### config.mk
export PLATFORM = sky130hd
export DESIGN_NAME = sys_arb_rr
export DESIGN_NICKNAME = d
export VERILOG_FILES = /design/src/rtl/sys_arb_rr.sv
export SDC_FILE = /design/constraint.sdc
export NUM_CORES = 1
export LEC_CHECK = 0
export BUFFER_PORTS_ARGS = -buffer_cell sky130_fd_sc_hd__buf_4
export CAP_MARGIN = 10
export CORE_MARGIN = 5
export CORE_UTILIZATION = 46
export DETAILED_ROUTE_END_ITERATION = 6
export MAX_ROUTING_LAYER = met4
export PLACE_DENSITY_LB_ADDON = 0.3
export SLEW_MARGIN = 20
export SYNTH_ARGS = -nofsm -noshare
export SYNTH_HDL_FRONTEND = slang
export SYNTH_SLANG_ARGS = --single-unit
### constraint.sdc
create_clock -name clk -period 3.5 [get_ports clk]
set_clock_uncertainty 0.2 [all_clocks]
set_input_delay 0.35 -clock clk [delete_from_list [all_inputs] [get_ports clk]]
set_output_delay 0.35 -clock clk [all_outputs]
set_load 0.01 [all_outputs]
### src/rtl/sys_arb_rr.sv
// Round-robin, packet-locking arbiter sharing one valid/ready sink among N_REQ requesters.
// Arbitration costs one idle cycle; the output side is a single registered stage.
//
//   state | meaning
//   IDLE  | no owner; pick the first valid requester from ptr upward, nothing accepted
//   LOCK  | grant owns the sink; beats flow until the packet (or beat) completes
module sys_arb_rr #(
  parameter int N_REQ    = 4,
  parameter int DATA_W   = 32,
  parameter bit PKT_LOCK = 1'b1,
  localparam int GID_W   = (N_REQ > 1) ? $clog2(N_REQ) : 1
) (
  input  logic                    clk,
  input  logic                    rst_n,
  input  logic [N_REQ-1:0]        s_valid,
  output logic [N_REQ-1:0]        s_ready,
  input  logic [N_REQ*DATA_W-1:0] s_data,
  input  logic [N_REQ-1:0]        s_last,
  output logic                    m_valid,
  input  logic                    m_ready,
  output logic [DATA_W-1:0]       m_data,
  output logic                    m_last,
  output logic [GID_W-1:0]        m_id,
  output logic                    busy
);

  localparam int IW = GID_W + 1;

  typedef enum logic {
    IDLE = 1'b0,
    LOCK = 1'b1
  } state_t;

  state_t           state_q, state_d;
  logic [GID_W-1:0] grant_q, grant_d;
  logic [GID_W-1:0] ptr_q, ptr_d;
  logic [GID_W-1:0] pick;
  logic             pick_ok;
  logic [IW-1:0]    idx;
  logic             out_free;
  logic             load;

  assign out_free = !m_valid || m_ready;
  assign load     = (state_q == LOCK) && s_valid[grant_q] && out_free;
  assign busy     = (state_q == LOCK);

  always_comb begin
    s_ready = '0;
    if (state_q == LOCK) s_ready[grant_q] = out_free;
  end

  // Rotating priority search starting at ptr, wrapping modulo N_REQ.
  always_comb begin
    pick    = ptr_q;
    pick_ok = 1'b0;
    idx     = '0;
    for (int k = 0; k < N_REQ; k++) begin
      idx = {1'b0, ptr_q} + IW'(k);
      if (idx >= IW'(N_REQ)) idx = idx - IW'(N_REQ);
      if (!pick_ok && s_valid[idx[GID_W-1:0]]) begin
        pick    = idx[GID_W-1:0];
        pick_ok = 1'b1;
      end
    end
  end

  always_comb begin
    state_d = state_q;
    grant_d = grant_q;
    ptr_d   = ptr_q;
    case (state_q)
      IDLE: begin
        if (pick_ok) begin
          grant_d = pick;
          state_d = LOCK;
        end
      end
      LOCK: begin
        if (load && (s_last[grant_q] || !PKT_LOCK)) begin
          state_d = IDLE;
          ptr_d   = (grant_q == GID_W'(N_REQ - 1)) ? '0 : grant_q + 1'b1;
        end
      end
      default: state_d = IDLE;
    endcase
  end

  always_ff @(posedge clk or negedge rst_n) begin
    if (!rst_n) begin
      state_q <= IDLE;
      grant_q <= '0;
      ptr_q   <= '0;
    end else begin
      state_q <= state_d;
      grant_q <= grant_d;
      ptr_q   <= ptr_d;
    end
  end

  // m_* only change on a load; a stalled beat stays put until m_ready.
  always_ff @(posedge clk or negedge rst_n) begin
    if (!rst_n) begin
      m_valid <= 1'b0;
      m_data  <= '0;
      m_last  <= 1'b0;
      m_id    <= '0;
    end else if (load) begin
      m_valid <= 1'b1;
      m_data  <= s_data[grant_q*DATA_W +: DATA_W];
      m_last  <= s_last[grant_q];
      m_id    <= grant_q;
    end else if (m_ready) begin
      m_valid <= 1'b0;
    end
  end

endmodule

# Word-level counts from Yosys, hierarchy flattened
# Cells that the tools add are included.
totals:
  reg_bits: 41
  inputBits: 139
  output_inout_bits: 41
  word_cells: 77
op_classes:
  add_sub_neg: 8
  order_cmp: 10
  n_eq_ne: 1
  shifts: 1
  muxes: 33
  n_bitwise: 2
  n_reduce_logical: 15
op_table:
  columns: ["cell", "n"]
  rows:
  - ["$shiftx A128 B8 Y32", 1]
  - ["$mux W2", 9]
  - ["$lt A2 B3 Y1 const B", 5]
  - ["$mux W1", 15]
  - ["$bmux W1 S2", 6]
  - ["$ge A3 B3 Y1 const B", 3]
  - ["$sub A2 B1 Y2 const B", 4]
  - ["$logic_and A1 B1 Y1", 7]
  - ["$add A2 B2 Y3 const B", 2]
  - ["$and A4 B4 Y4", 1]
  - ["$logic_not A1 Y1", 4]
  - ["$mux W4", 1]
  - ["$reduce_and A2 Y1", 2]
  - ["$add A2 B1 Y3 const B", 1]
  - ["$ge A2 B3 Y1 const B", 1]
  - ["$add A2 B1 Y2 const B", 1]
  - ["$demux W1 S2", 1]
  - ["$eq A2 B2 Y1 const B", 1]
  - ["$ge A2 B1 Y1 const B", 1]
  - ["$pmux W1 S2", 1]
  - ["$reduce_bool A2 Y1", 1]
  - ["$logic_or A1 B1 Y1", 1]
  - ["$not A1 Y1", 1]

# Longest topological paths before layout
depth:
  ltp_word: 16
  mapped_depth: 5
  ltp_nobuf: 3

# Worst setup path after synthesis
# Ideal clock, no wire load.
synth_timing:
  path_kind: "reg2reg"
  start: "register grant_q[0]"
  end: "register m_data[10]"
  setup_ns: 0.125
  t_arrival_ns: 1.692
  path_slack_ns: 1.482
  path_stages_with_launch: 6
  period_less_slack_ns: 2.018
  cell_sequence: "dfrtp_1 buf_6 mux4_2 nand3_4 buf_12 mux2_4"
synth_via:
  elab_chain_len: 4
synth_rtl:
  columns: ["item", "line", "text"]
  rows:
  - ["from (decl)", "35", "logic [GID_W-1:0] grant_q, grant_d;"]
  - ["from (signal assigned)", "95", "grant_q <= grant_d;"]
  - ["parallel branches: the longest is 4 deep, another holds $shiftx A128 B8 Y32", null, null]
  - ["to (signal assigned)", "109", "m_data <= s_data[grant_q*DATA_W +: DATA_W];"]
  - ["to (decl)", "21", "output logic [DATA_W-1:0] m_data,"]
# Parallel ways; which one is timed is not known. The select of a mux whose other input is x is not followed.
# A chain may end at the register's enable or synchronous reset.

# Worst setup path in the final report
layout_timing:
  start: "register grant_q[0]"
  end: "output s_ready[0]"
layout_via:
  elab_chain_len: 6
layout_rtl:
  columns: ["item", "line", "text"]
  rows:
  - ["$lt A2 B3 Y1 (implied by the code) / $ge A2 B1 Y1 (equally long branches)", "49", "if (state_q == LOCK) s_ready[grant_q] = out_free;"]
  - ["$logic_and A1 B1 Y1 (implied by the code)", "49", null]
  - ["$mux W1 (implied by the code)", "49", null]
  - ["$demux W1 S2 *", "49", null]
  - ["$and A4 B4 Y4 (no line) *", null, null]
  - ["$mux W4 *", "49", null]
  - ["to (decl)", "16", "output logic [N_REQ-1:0] s_ready,"]
# Every way passes the cells marked *; elsewhere a longest branch is shown, timed or not.

==> flow_summary.yaml <==
power_and_ir_drop:
  ir_worst_vdd_mv: 0.756
  powerDensity_nw_per_um2: 801
  leakage_nw: 2.06
outcome:
  status: "finished, final reports clean"
drt:
  drtAntennaViolNets: 0
  drtIter0Drc: 48
  via_count: 2221
  drc: 0
  wl_mm: 8.01
  routed_via_density: 5.33
  routedWlPerCell_um: 19.2
  dr.pass1.iters: 4
floorplan:
  io-pin-count: 180
  die_w_um: 86.7
  initial_core_util_pct: 46.6
  coreArea_sq_um: 5820
  fp.dieH_um: 86.7
  rows: 28
  dieArea_sq_um: 7520
sta:
  fin_crit_ps: 2520
  hold_viol: 0
  fin_hold_ws_ps: 195
  grt_setup_unrepaired: "false"
  setup-violations-final: 0
  setup-tns-final_ps: 0
  slew_headroom_pct: 54.9
  tightestPinTransition_ps: 677
  fmaxAchievable_ghz: 0.396
  finalMaxSlewViolations: 0
  post-route-period-util_pct: 72.1
synth:
  synth_flop_cell: "dfrtp_1"
  ys_top_cells_by_count: "dfrtp_1 (41), mux4_2 (34), mux2_4 (29), mux2_2 (8)"
  async_flop_share_pct: 100
  synth_edf_count: 0
  yosysSeqAreaShare_pct: 37.9
  synth.top_cell.area_share_pct: 37.9
  synth.area.top_cells: "dfrtp_1 (38%), mux4_2 (28%), mux2_4 (16%)"
  yosys_warnings: 0
  ys_types: 32
  avgSynthCellArea_sq_um: 16.4
  ys_ff_latch: 41
  yosysTopAreaCell: "dfrtp_1"
  synth_area_sq_um: 2710
  syn_nets: 308
  postSynthCellCount: 165
  synth.most_common_cell: "dfrtp_1"
clock_tree:
  htreeDepth: 2
  cts.clk_slew.worst_paths_ps: 80
  cts_resized: 0
  cts_tree: "yes"
  clk_latency_ps: 290
  post_cts.repair.setup_buffers: 0
  cts.sinks: 41
  numCtsBuffers: 5
  cts_root_buf: "clkbuf_8"
  cts_max_path_buffers: 2
critical_path:
  crit_fanout: 37
  arrival_ps: 1970
  worstSetupPathType: "reg2out"
  worstSetupEndpointType: "output pin"
  startpoint_type: "flip-flop"
  crit_required_ps: 2950
grt:
  grt_max_degree: 42
  grt_use_total_pct: 21.2
  grt_pass1_wl_mm: 11.9
  antenna_found_initial: 0
  grt_pass1_vias: 2392
  globalRouteOverflowTotal: 0
layout:
  drive_above_1_share_pct: 76.9
  n_antenna_cell: 0
  layout.cells.non_filler: 417
  syn_to_final_growth_pct: 54.4
  nNetsFinal: 484
flow_run:
  drv_cap: 0
placed_design:
  place_congestion: 0.784
  dp_hpwl_mm: 6.19
  place_inst: 408
  port_buffers: 179
min_path:
  min_path_type: "in2reg"
-- metrics by stage --
step / worst slack, ps / total power, mW / util [%] / instance area [sq um]
floorplan: 1480 / 2.32 / - / 2710
global placement: 1160 / 2.93 / 69.7 / 4050
detailed placement: 1130 / 2.98 / 69.7 / 4050
CTS: 909 / 3.40 / 71.9 / 4180
global route: 767 / 3.56 / 71.9 / 4180
finish: 976 / 3.35 / 71.9 / 4180
-- power by group --
part | internal (mW) | leakage [nW] | switching, mW
Clock | 0.232 | 0.0574 | 0.169
Combinational | 1.25 | 1.53 | 0.799
Sequential | 0.728 | 0.479 | 0.167
Total | 2.21 | 2.06 | 1.13
-- worst max-delay path, stage by stage, from the launching register on --
cell and delay, ps:
dfrtp_2 370, buf_4 540, inv_1 210, ha_1 240, and3_1 160, buf_4 150
-- routing by layer --
metal  vias to the layer above  routed length, um  GRT usage (%)
met3                         9                525           5.70
met5                         -                  0              -
met4                         0                 96           4.53
met2                        98               4320           36.0
met1                      1100               3070           25.6
li1                       1014                  -              -
-- flip-flops by register name, summed over array words and instances (netlist names) --
| signal | cells |
|---|---|
| busy | 1 |
| m_last | 1 |
| m_valid | 1 |
| ptr_q | 2 |
| grant_q | 2 |
| m_id | 2 |
| m_data | 32 |
-- cells by family after synthesis --
logic type / synth area share (%)
multiplexers: 47.7
flip-flops: 37.9
AND/OR/NAND/NOR: 4.39
buffers and inverters: 4.48
AO/OA/AOI/OAI: 3.70
adder cells (fa/ha/maj): 1.85
-- layout make-up --
cell class,instances,area [sq um]
Fill cell,430,1630
Multi-Input combinational cell,108,1560
Timing Repair Buffer,182,1370
Sequential cell,41,1030
Tap cell,75,93.8
Clock buffer,6,82.6
Clock inverter,2,37.5
Inverter,3,11.3
-- repair_timing --
item,in CTS,in global routing
hold buffers,1,0
setup endpoints to repair,0,0
hold endpoints to repair,41,0
-- worst paths after layout --
path	end	slack, ps	start	cells past startpoint
worst max-delay path	s_ready[0]	980	grant_q[0]$_DFFE_PN0P_	5
worst min-delay path	grant_q[1]$_DFFE_PN0P_	190	s_valid[1]	3
worst max register to register	ptr_q[1]$_DFFE_PN0P_	1130	grant_q[0]$_DFFE_PN0P_	4
worst min register to register	m_last$_DFFE_PN0P_	290	m_last$_DFFE_PN0P_	1
max in group asynchronous	grant_q[0]$_DFFE_PN0P_	2320	rst_n	2
min in group asynchronous	m_data[17]$_DFFE_PN0P_	380	rst_n	2
-- placed cells by master, fill, tap and decap left out, types with 2 or more instances in the layout --
master | synthesis | final
a21oi_1 | 2 | 2
a31oi_1 | 2 | 2
and3_1 | 4 | 4
buf_4 | 0 | 181
clkbuf_8 | 0 | 6
dfrtp_1 | 41 | 40
ha_1 | 4 | 4
inv_1 | 3 | 3
mux2_2 | 8 | 8
mux2_4 | 29 | 29
mux4_2 | 34 | 34
nand2_1 | 2 | 2
nand2b_1 | 2 | 2
nor2_1 | 2 | 2
nor2b_1 | 3 | 3
o21ai_0 | 2 | 2
o21bai_1 | 2 | 2
Power figures use the tool's default switching activity.
